<file path="src/rtl/bus_arbiter.sv">
// bus_arbiter: round-robin owner of the shared 32-bit datapath bus.
//
// Drives the one-hot output-enable vector for the per-source tri-state drivers
// and inserts TURNAROUND all-high-Z cycles between consecutive owners.
//
// Optional feature (macro BUS_ARB_TIMEOUT_EN): hold timeout that forcibly
// reclaims the bus after MAX_HOLD consecutive grant cycles. Without the macro
// no counter is built and timeout_flag is tied low.
//
// Ports:
//   clock        system clock, rising edge
//   reset        synchronous, active-high reset
//   req          per-source level request, held until served
//   rel          per-source end-of-transfer strobe; only the owner's bit counts
//                (named rel because "release" is a reserved word)
//   grant        registered one-hot output-enable, bit i -> driver i oe
//   grant_id     index of current owner, valid while grant != 0
//   bus_busy     high whenever the FSM is not idle
//   timeout_flag one-cycle pulse coincident with a forced release
module bus_arbiter #(
    parameter int unsigned NUM_REQ    = 4,
    parameter int unsigned ID_W       = 2,
    parameter int unsigned TURNAROUND = 1,
    parameter int unsigned MAX_HOLD   = 16
) (
    input  logic               clock,
    input  logic               reset,
    input  logic [NUM_REQ-1:0] req,
    input  logic [NUM_REQ-1:0] rel,
    output logic [NUM_REQ-1:0] grant,
    output logic [ID_W-1:0]    grant_id,
    output logic               bus_busy,
    output logic               timeout_flag
);

    localparam int unsigned TURN_W = (TURNAROUND > 1) ? $clog2(TURNAROUND) : 1;

    // Elaboration-time parameter sanity checks.
    generate
        if (NUM_REQ < 2 || NUM_REQ > 16) begin : g_bad_num_req
            $error("bus_arbiter: NUM_REQ out of range");
        end
        if (NUM_REQ > (1 << ID_W)) begin : g_bad_id_w
            $error("bus_arbiter: ID_W too narrow for NUM_REQ");
        end
        if (TURNAROUND < 1) begin : g_bad_turn
            $error("bus_arbiter: TURNAROUND must be >= 1");
        end
        if (MAX_HOLD < 1) begin : g_bad_hold
            $error("bus_arbiter: MAX_HOLD must be >= 1");
        end
    endgenerate

    typedef enum logic [1:0] {
        ST_IDLE  = 2'd0,
        ST_GRANT = 2'd1,
        ST_TURN  = 2'd2
    } state_t;

    state_t              state_q, state_d;
    logic [NUM_REQ-1:0]  grant_q, grant_d;
    logic [ID_W-1:0]     id_q, id_d;
    logic [ID_W-1:0]     ptr_q, ptr_d;
    logic [TURN_W-1:0]   turn_q, turn_d;
    logic                flag_d;
    logic                hold_expired;

    // Round-robin search: first set req bit at index >= ptr, wrapping.
    logic            found;
    logic [ID_W-1:0] winner;
    logic [ID_W:0]   idx;

    always_comb begin
        found  = 1'b0;
        winner = '0;
        idx    = '0;
        for (int i = 0; i < NUM_REQ; i++) begin
            idx = {1'b0, ptr_q} + (ID_W + 1)'(i);
            if (idx >= (ID_W + 1)'(NUM_REQ)) begin
                idx = idx - (ID_W + 1)'(NUM_REQ);
            end
            if (!found && req[idx[ID_W-1:0]]) begin
                found  = 1'b1;
                winner = idx[ID_W-1:0];
            end
        end
    end

    logic            owner_end;
    logic [ID_W-1:0] next_ptr;

    assign owner_end = rel[id_q] | ~req[id_q];
    assign next_ptr  = (id_q == ID_W'(NUM_REQ - 1)) ? '0 : id_q + 1'b1;

`ifdef BUS_ARB_TIMEOUT_EN
    localparam int unsigned HOLD_W = (MAX_HOLD > 1) ? $clog2(MAX_HOLD) : 1;

    logic [HOLD_W-1:0] hold_q, hold_d;
    logic              flag_q;

    // hold_q counts completed grant cycles; it equals MAX_HOLD-1 in the
    // MAX_HOLD-th grant cycle, so the bus drops after exactly MAX_HOLD cycles.
    assign hold_expired = (state_q == ST_GRANT) && (hold_q == HOLD_W'(MAX_HOLD - 1));
    assign timeout_flag = flag_q;

    always_comb begin
        hold_d = hold_q;
        if (state_d == ST_GRANT && state_q != ST_GRANT) begin
            hold_d = '0;
        end else if (state_q == ST_GRANT && state_d == ST_GRANT) begin
            hold_d = hold_q + 1'b1;
        end
    end

    always_ff @(posedge clock) begin
        if (reset) begin
            hold_q <= '0;
            flag_q <= 1'b0;
        end else begin
            hold_q <= hold_d;
            flag_q <= flag_d;
        end
    end
`else
    assign hold_expired = 1'b0;
    assign timeout_flag = 1'b0;
`endif

    always_comb begin
        state_d = state_q;
        grant_d = grant_q;
        id_d    = id_q;
        ptr_d   = ptr_q;
        turn_d  = turn_q;
        flag_d  = 1'b0;
        unique case (state_q)
            ST_IDLE: begin
                if (found) begin
                    state_d = ST_GRANT;
                    grant_d = {{(NUM_REQ - 1){1'b0}}, 1'b1} << winner;
                    id_d    = winner;
                end
            end
            ST_GRANT: begin
                if (owner_end || hold_expired) begin
                    state_d = ST_TURN;
                    grant_d = '0;
                    ptr_d   = next_ptr;
                    turn_d  = '0;
                    // A normal end of tenure masks the timeout pulse.
                    flag_d  = hold_expired & ~owner_end;
                end
            end
            ST_TURN: begin
                if (turn_q == TURN_W'(TURNAROUND - 1)) begin
                    if (found) begin
                        state_d = ST_GRANT;
                        grant_d = {{(NUM_REQ - 1){1'b0}}, 1'b1} << winner;
                        id_d    = winner;
                    end else begin
                        state_d = ST_IDLE;
                    end
                end else begin
                    turn_d = turn_q + 1'b1;
                end
            end
            default: begin
                state_d = ST_IDLE;
                grant_d = '0;
            end
        endcase
    end

    always_ff @(posedge clock) begin
        if (reset) begin
            state_q <= ST_IDLE;
            grant_q <= '0;
            id_q    <= '0;
            ptr_q   <= '0;
            turn_q  <= '0;
        end else begin
            state_q <= state_d;
            grant_q <= grant_d;
            id_q    <= id_d;
            ptr_q   <= ptr_d;
            turn_q  <= turn_d;
        end
    end

    assign grant    = grant_q;
    assign grant_id = id_q;
    assign bus_busy = (state_q != ST_IDLE);

endmodule
</file>
<file path="config.mk">
export PLATFORM = sky130hd
export DESIGN_NAME = bus_arbiter
export DESIGN_NICKNAME = d
export VERILOG_FILES = /design/src/rtl/bus_arbiter.sv
export SDC_FILE = /design/constraint.sdc
export NUM_CORES = 1
export LEC_CHECK = 0
export CAP_MARGIN = 0
export CORE_AREA = 2 2 39 41
export DETAILED_ROUTE_END_ITERATION = 12
export DIE_AREA = 0 0 41 43
export GPL_ROUTABILITY_DRIVEN = 0
export PLACE_DENSITY = 0.81
export SETUP_SLACK_MARGIN = 0.2
export SYNTH_ARGS = -nofsm -noshare
export SYNTH_HDL_FRONTEND = slang
export SYNTH_SLANG_ARGS = --single-unit
</file>
<file path="constraint.sdc">
create_clock -name clock -period 5.6 [get_ports clock]
set_input_delay 1.4 -clock clock [delete_from_list [all_inputs] [get_ports clock]]
set_output_delay 1.4 -clock clock [all_outputs]
set_load 0.005 [all_outputs]
</file>
==> impl_metrics.tcl, run 1 <==
set metrics [dict create \
    outcome "finished, final reports clean" \
    cts_buffers 3 \
    worstSetupPathType "primary input to flip-flop" \
    seq_area_frac_synth_pct 35.6 \
    routed_wl_mm 1.33 \
    grt_use_total_pct 16.9 \
    cts_max_level 1 \
    yosysWarnings 0 \
    clock.fmax_mhz 321 \
    clockPowerShare_pct 28.0 \
    diodes 0 \
    p_int_uw 126 \
    async_reset_ff_share_pct 0 \
    ant_nets 0 \
    cts_resized 0 \
    post_cts.repair.setup_buffers 0 \
    syn_nets 73 \
    vias_per_cell 5.65 \
    cts_tree "done" \
    p_sw_share_pct 27.6 \
    clockBufferDepth 2 \
    dpl_cell_area_um2 716 \
    power_density_mw_per_mm2 236 \
    p_seq_share_pct 47.2 \
    crit_slowest_cell "or4_4" \
    synth_edf_count 0 \
    path_clk_slew_ns 0.07 \
    drc 0 \
    power_frac_comb_pct 24.8 \
    synth_area_leaders "dfxtp_1, a32o_1, a21oi_1" \
    slew_headroom_pct 61.7 \
    peakVddDrop_mv 0.107 \
    fin_setup_tns_ns 0 \
    grt_pass1_vias 517 \
    die_y_um 43 \
    syn_area_um2 562 \
    ys.flop_type "dfxtp_1" \
    period_share_pct 55.6 \
    rsz0062_at_grt "false" \
    max_stage_delay_ns 0.56 \
    root_buffer "clkbuf_4" \
    worst_slew_pin_slew_ns 0.569 \
    arrival_ns 3.31 \
    wire_per_inst_um 14.3 \
    hold_violations 0 \
    dp_hpwl_mm 1.03 \
    antenna_found_initial 0 \
    drt_iter0_drc 6 \
    fillers 137 \
    cp-end-kind "flip-flop" \
    skew_ns 0.00684 \
    area_delta_synth_final_pct 31.4 \
    worstPathCellList "clkdlybuf4s50_1 -> and4b_4 -> or4_4 -> or4_1 -> a21oi_1" \
    setup_viol 0 \
    ioPinCount 18 \
    p_leak_uw 0.000261 \
    rows 14 \
    grt_max_degree 10 \
    maxCapViolCount 0 \
    cts_hold_buf 0 \
    cp_num_buf_inv 1 \
    drive_above_1_share_pct 13.0 \
    fp.dieArea_mm2 0.00176 \
    start_util_pct 40.6 \
    crit_path_start_kind "primary input" \
    dr.pass1.iters 4 \
    fin_crit_ns 3.12 \
    critical_path.max_fanout 8 \
    overflow 0 \
    hold_class "flip-flop to flip-flop" \
    hold_slack_ns 0.463 \
    fin_area_um2 738 \
    cpLargestDelayFamily "simple AND/OR/NAND/NOR gates" \
    die_w_um 41 \
    routed-via-count 525 \
    p_sw_uw 48.0 \
    syn_inst 62 \
    synth_area_leader_cell "dfxtp_1" \
    clock-sinks 10 \
    postSynthAreaPerCell_um2 9.06 \
    io_buffers 16 \
    ys_ff_latch 10 \
    nets 90 \
    core_mm2 0.00138 \
    cp.required_ns 5.80 \
    clock_latency_ns 0.27 \
    netlist_top_cells_count "dfxtp_1, a21oi_1, a32o_1, nor2_1, nand2_1" \
    synth_top_area_share_pct 35.6 \
    slew_viol_final 0 \
    synth.distinct_cells 32 \
    synth.most_common_cell "dfxtp_1" \
    grt_pass1_wl_mm 2.04 \
]
-- flip-flops by register name (all words and copies together), names as in the netlist --
signal    cells
grant_id      2
ptr_q         2
grant         4
state_q       2
-- layout by cell type (no fill, tap or decap), drive strengths merged --
master and instances:
nor4bb 2, nor4b 1, ha 1, o21a 1
nor2b 2, a32o 4, and4b 1, mux2i 1
a22o 1, a21oi 6, nand3 1, dfxtp 10
a21o 1, conb 1, o22ai 1, nor4 2
clkdlybuf4s50 16, o31ai 1, nor3 1, o221ai 2
o21ai 2, nand2b 2, or2 2, inv 1
clkbuf 3, nor2 4, nand2 3, or4 2
o22a 1, o221a 1
-- path summary, 6_finish.rpt --
path	slack (ns)	from	endpoint	depth (start not counted)
max	2.48	req[3]	ptr_q[0]	5
min	0.46	grant[1]	grant[1]	1
max reg2reg	3.82	grant_id[1]	ptr_q[0]	4
min reg2reg	0.46	grant[1]	grant[1]	1
-- worst register-to-register path, stage by stage (launching register included) --
cell	delay, ns
dfxtp_1	0.37
and4b_4	0.23
or4_4	0.56
or4_1	0.41
a21oi_1	0.14
-- power groups by stage --
| stage | Sequential, uW | Combinational, uW | Clock, uW |
|---|---|---|---|
| 2_1_floorplan | 82.3 | 25.6 | 0 |
| 3_3_place_gp | 83.7 | 41.8 | 0 |
| 3_5_place_dp | 83.8 | 43.3 | 0 |
| 4_1_cts | 82.2 | 43.4 | 49.5 |
| 5_1_grt | 82.8 | 47.9 | 52.3 |
| 6_report | 82.2 | 43.2 | 48.8 |
-- layout make-up --
cell class                      instances  area [um^2]  area share, %
Timing Repair Buffer                   16          160           21.7
Tap cell                               16         20.0           2.71
Clock buffer                            3         22.5           3.05
Sequential cell                        10          200           27.1
Inverter                                1         3.75          0.508
Multi-Input combinational cell         47          332           44.9
-- layer usage --
| layer | vias to the layer above | global-route usage, % | wire (um) | part of all wire (%) |
|---|---|---|---|---|
| met5 | - | 0 | 0 | 0 |
| met4 | 0 | 10.0 | 16 | 1.2 |
| met3 | 3 | 1.57 | 53 | 4.0 |
| met2 | 18 | 29.4 | 672 | 51 |
| met1 | 236 | 18.1 | 583 | 44 |
| li1 | 268 | - | - | - |
-- per-stage QoR --
stage	cells	utilization, %	worst slack [ns]	power, uW
floorplan	62	-	2.79	108
global placement	90	51.7	2.27	126
detailed placement	90	51.7	2.21	127
CTS	93	53.3	2.49	175
global route	93	53.3	2.38	183
finish	93	53.3	2.48	174
-- kinds of logic after synthesis --
kind of cell               Yosys count  synth area share (%)
and+or+nand+nor                     23                  26.3
AOI/OAI and AO/OA                   21                  28.1
DFF                                 10                  35.6
buffers and inverters                5                  5.35
muxes                                1                  1.78
adders and majority gates            1                  2.23
other                                1                 0.668
No activity file was read; power rests on OpenSTA's default activity.
==> run 2: changes to the inputs <==
--- a/config.mk
+++ b/config.mk
@@ -6,11 +6,11 @@
 export NUM_CORES = 1
 export LEC_CHECK = 0
 export CAP_MARGIN = 0
-export CORE_AREA = 2 2 39 41
+export CORE_AREA = 2 2 40 42
 export DETAILED_ROUTE_END_ITERATION = 12
-export DIE_AREA = 0 0 41 43
+export DIE_AREA = 0 0 42 44
 export GPL_ROUTABILITY_DRIVEN = 0
-export PLACE_DENSITY = 0.81
+export PLACE_DENSITY = 0.78
 export SETUP_SLACK_MARGIN = 0.2
 export SYNTH_ARGS = -nofsm -noshare
 export SYNTH_HDL_FRONTEND = slang
==> constraint.sdc (replaced) <==
create_clock -name clock -period 2.9 [get_ports clock]
set_input_delay 0.725 -clock clock [delete_from_list [all_inputs] [get_ports clock]]
set_output_delay 0.725 -clock clock [all_outputs]
set_load 0.005 [all_outputs]
==> run 2 against run 1 <==
- via count increased by 1.7%
- cell area increased by 1.0%
- clock skew decreased by 0.0031 ns
- sequential power increased by 93%
- register-to-register slack got worse by 2.7 ns
- first-iteration DRC count decreased by 17%
- critical path depth unchanged
==> impl_metrics.tcl, run 2 (same netlist as run 1, synthesis figures left out) <==
set metrics [dict create \
    outcome "finished, final reports clean" \
    grt_pass1_wl_mm 2.22 \
    crit_path_start_kind "primary input" \
    skew_ns 0.00376 \
    total_power_uw 337 \
    rows 14 \
    cp.required_ns 3.11 \
    path_clk_slew_ns 0.06 \
    root_buffer "clkbuf_4" \
    fillers 136 \
    hold_class "flip-flop to flip-flop" \
    cts_tree "done" \
    rsz0062_at_grt "false" \
    arrival_ns 2.53 \
    drt_iter0_drc 5 \
    drive_above_1_share_pct 14.1 \
    start_util_pct 39.6 \
    antenna_found_initial 0 \
    setup_viol 0 \
    ant_nets 0 \
    multi_input_area_um2 332 \
    hold_violations 0 \
    grt_max_degree 10 \
    slew_viol_final 0 \
    overflow 0 \
    hold_slack_ns 0.463 \
    fin_crit_ns 2.32 \
    clock_latency_ns 0.27 \
    drc 0 \
    maxCapViolCount 0 \
    final_common_cell "clkdlybuf4s50_1" \
    regArea_um2 200 \
    clock.fmax_mhz 431 \
    routed_wl_mm 1.25 \
    nets 91 \
    die_y_um 44 \
    p_leak_uw 0.000266 \
    largest_reg_flops 4 \
    routed-via-count 534 \
    io_buffers 16 \
    clock-sinks 10 \
    dr.pass1.iters 4 \
    area_delta_synth_final_pct 32.7 \
    power_density_mw_per_mm2 452 \
    period_share_pct 80.1 \
    cts_max_level 1 \
    wire_per_inst_um 13.2 \
    post_cts.repair.setup_buffers 0 \
    dp.cells 91 \
    rrSetupSlack_ns 1.11 \
    vias_per_cell 5.68 \
    dp_hpwl_um 957 \
    grt_use_total_pct 15.8 \
    ioPinCount 18 \
    peakVddDrop_mv 0.193 \
    finalNonFillerCells 94 \
    cts_resized 0 \
    cp-end-kind "flip-flop" \
    die_w_um 42 \
    critical_path.max_fanout 5 \
    cts_hold_buf 0 \
    core_mm2 0.00142 \
    fin_util_pct 52.6 \
    slew_headroom_pct 62.0 \
    cts_buffers 3 \
    worstSetupPathType "primary input to flip-flop" \
    fp.dieArea_mm2 0.00185 \
    grt_pass1_vias 514 \
    worst_slew_pin_slew_ns 0.566 \
    clockBufferDepth 2 \
    most-common-layout-cells "clkdlybuf4s50_1, dfxtp_1, a21oi_1" \
    fin_setup_tns_ns 0 \
    diodes 0 \
]
-- run 2: cell count changes in the layout (fill, tap and decap cells not counted) --
cell | before | now
buf_4 | 0 | 1
-- run 2: layout make-up --
class	instances	share of cell area, %
tap	16	2.68
sequential	10	26.8
timing repair buffer	17	22.5
multi-input combinational	47	44.5
inverter	1	0.503
clock buffer	3	3.02
-- run 2: where the power goes --
part	leakage (uW)	internal, uW	total (uW)	switching [uW]
combinational	0.000171	48.8	84.0	35.2
clock	0.0000138	47.9	93.5	45.6
sequential	0.0000820	148	159	11.4
-- run 2: path summary, 6_finish.rpt --
| kind | from | to | depth (start not counted) |
|---|---|---|---|
| worst max-delay path | req[2] | grant[2] | 5 |
| worst min-delay path | grant[0] | grant[0] | 1 |
| worst max register to register | grant_id[1] | ptr_q[0] | 4 |
| worst min register to register | grant[0] | grant[0] | 1 |
-- run 2: routing by layer --
metal	routed length, um	GRT usage, %	part of all wire (%)
met5	0	0	0
met4	24	9.68	1.9
met3	58	3.75	4.7
met2	554	24.7	44
met1	608	19.8	49
-- run 2: worst max-delay path, cell delays in order --
cell and delay, ns:
clkdlybuf4s50_1 0.55, nor4bb_1 0.43, nor4_1 0.13, o31ai_1 0.50
a32o_1 0.20
-- run 2: metrics by stage --
| step | area [um^2] | setup WS [ns] |
|---|---|---|
| after floorplan | 562 | 0.760 |
| after global placement | 723 | 0.374 |
| after detailed placement | 723 | 0.328 |
| after CTS | 746 | 0.598 |
| after global routing | 746 | 0.403 |
| final | 746 | 0.578 |
==> run 3: changes to the inputs <==
==> constraint.sdc (replaced) <==
create_clock -name clock -period 2.4 [get_ports clock]
set_input_delay 0.6 -clock clock [delete_from_list [all_inputs] [get_ports clock]]
set_output_delay 0.6 -clock clock [all_outputs]
set_load 0.005 [all_outputs]
==> run 3 against run 2 <==
- cell area up 7.9%
- clock skew up 0.0027 ns
- total power up 35%
- clock-buffer cell count up 1
- via count up 6.7%
- worst setup slack worse by 0.29 ns
- combinational power up 30%
- register-to-register slack worse by 0.47 ns
- critical endpoint is now ptr_q[0]
- largest cell class unchanged
- highest routed layer unchanged
==> impl_metrics.tcl, run 3 (same netlist as run 1, synthesis figures left out) <==
set metrics [dict create \
    grt_pass1_wl_mm 2.07 \
    peakVddDrop_mv 0.387 \
    die_y_um 44 \
    outcome "finished, final reports clean" \
    clockBufferDepth 2 \
    rows 14 \
    fp.dieArea_mm2 0.00185 \
    hold_violations 0 \
    clock.fmax_mhz 474 \
    p_leak_uw 0.000304 \
    final_common_cell "clkdlybuf4s50_1" \
    power_density_mw_per_mm2 566 \
    finalNonFillerCells 101 \
    routed_wl_mm 1.30 \
    clock-sinks 10 \
    maxCapViolCount 0 \
    p_int_uw 336 \
    clockPowerShare_pct 33.9 \
    rsz0062_at_grt "false" \
    area_delta_synth_final_pct 43.2 \
    nets 97 \
    slew_viol_final 0 \
    dp.cells 97 \
    cts_buffers 3 \
    wire_per_inst_um 12.8 \
    p_seq_share_pct 42.2 \
    skew_ns 0.00643 \
    cts_resized 0 \
    clock_latency_ns 0.27 \
    cp-end-kind "flip-flop" \
    vias_per_cell 5.64 \
    fin_setup_tns_ns 0 \
    most-common-layout-cells "clkdlybuf4s50_1, dfxtp_1, buf_4" \
    p_sw_uw 119 \
    fin_crit_ns 2.11 \
    dr.pass1.iters 4 \
    grt_max_degree 10 \
    cts_tree "done" \
    critical_path.max_fanout 2 \
    die_w_um 42 \
    hold_slack_ns 0.466 \
    cts_hold_buf 0 \
    antenna_found_initial 0 \
    post_cts.repair.setup_buffers 0 \
    cts_max_level 1 \
    start_util_pct 39.6 \
    period_share_pct 88.0 \
    grt_pass1_vias 521 \
    hold_class "flip-flop to flip-flop" \
    power_frac_comb_pct 24.0 \
    cp.required_ns 2.61 \
    largest_reg_flops 4 \
    overflow 0 \
    arrival_ns 2.32 \
    ant_nets 0 \
    drc 0 \
    drive_above_1_share_pct 21.2 \
    drt_iter0_drc 5 \
    worstSetupPathType "primary input to flip-flop" \
    grt_use_total_pct 15.1 \
    crit_path_start_kind "primary input" \
    routed-via-count 570 \
    path_clk_slew_ns 0.07 \
    root_buffer "clkbuf_4" \
    io_buffers 16 \
    setup_viol 0 \
    p_sw_share_pct 26.2 \
    ioPinCount 18 \
    core_mm2 0.00142 \
    diodes 0 \
    dp_hpwl_um 964 \
]
[run 3: cell types whose count changed in the layout (fill, tap and decap cells not counted), sizes merged]
cell / previous run / this run
buf: 1 / 7
clkbuf: 3 / 4
[run 3: final timing paths]
check | from | endpoint | slack [ns] | cells after the start
min | grant[1] | grant[1] | 0.47 | 1
max | rel[3] | ptr_q[0] | 0.29 | 5
max reg2reg | grant_id[1] | ptr_q[0] | 0.64 | 4
min reg2reg | grant[1] | grant[1] | 0.47 | 1
[run 3: cell type report]
type,count,area (um^2)
tap,16,20.0
inverter,1,3.75
multi-input combinational,47,332
timing repair buffer,23,213
clock buffer,4,36.3
sequential,10,200
fill,128,614
[run 3: layer usage]
| layer | part of all wire [%] | global-route usage (%) | routed length (um) | up-vias |
|---|---|---|---|---|
| met1 | 47 | 17.7 | 611 | 265 |
| met2 | 45 | 22.5 | 583 | 14 |
| met4 | 2.2 | 15.5 | 29 | 0 |
| li1 | - | - | - | 287 |
| met5 | 0 | 0 | 0 | - |
| met3 | 5.6 | 2.92 | 73 | 4 |
[run 3: critical path, cell delays in order]
cell             delay (ns)
clkdlybuf4s50_1        0.45
and4b_4                0.19
or4_4                  0.53
or4_1                  0.41
a21oi_1                0.14
[run 3: power by group through the flow]
stage | sequential [uW] | clock [uW] | combinational (uW)
2_1_floorplan | 192 | 0 | 59.7
3_3_place_gp | 195 | 0 | 107
3_5_place_dp | 196 | 0 | 109
4_1_cts | 192 | 156 | 110
5_1_grt | 194 | 167 | 120
6_report | 192 | 154 | 109
[run 3: stage by stage]
step	utilization, %	instance area (um^2)	total power (uW)	setup slack (ns)
detailed placement	54.1	768	305	0.0124
global placement	54.1	768	302	0.0281
floorplan	-	562	252	0.385
finish	56.7	805	455	0.289
global route	56.7	805	481	0.248
CTS	56.7	805	458	0.279
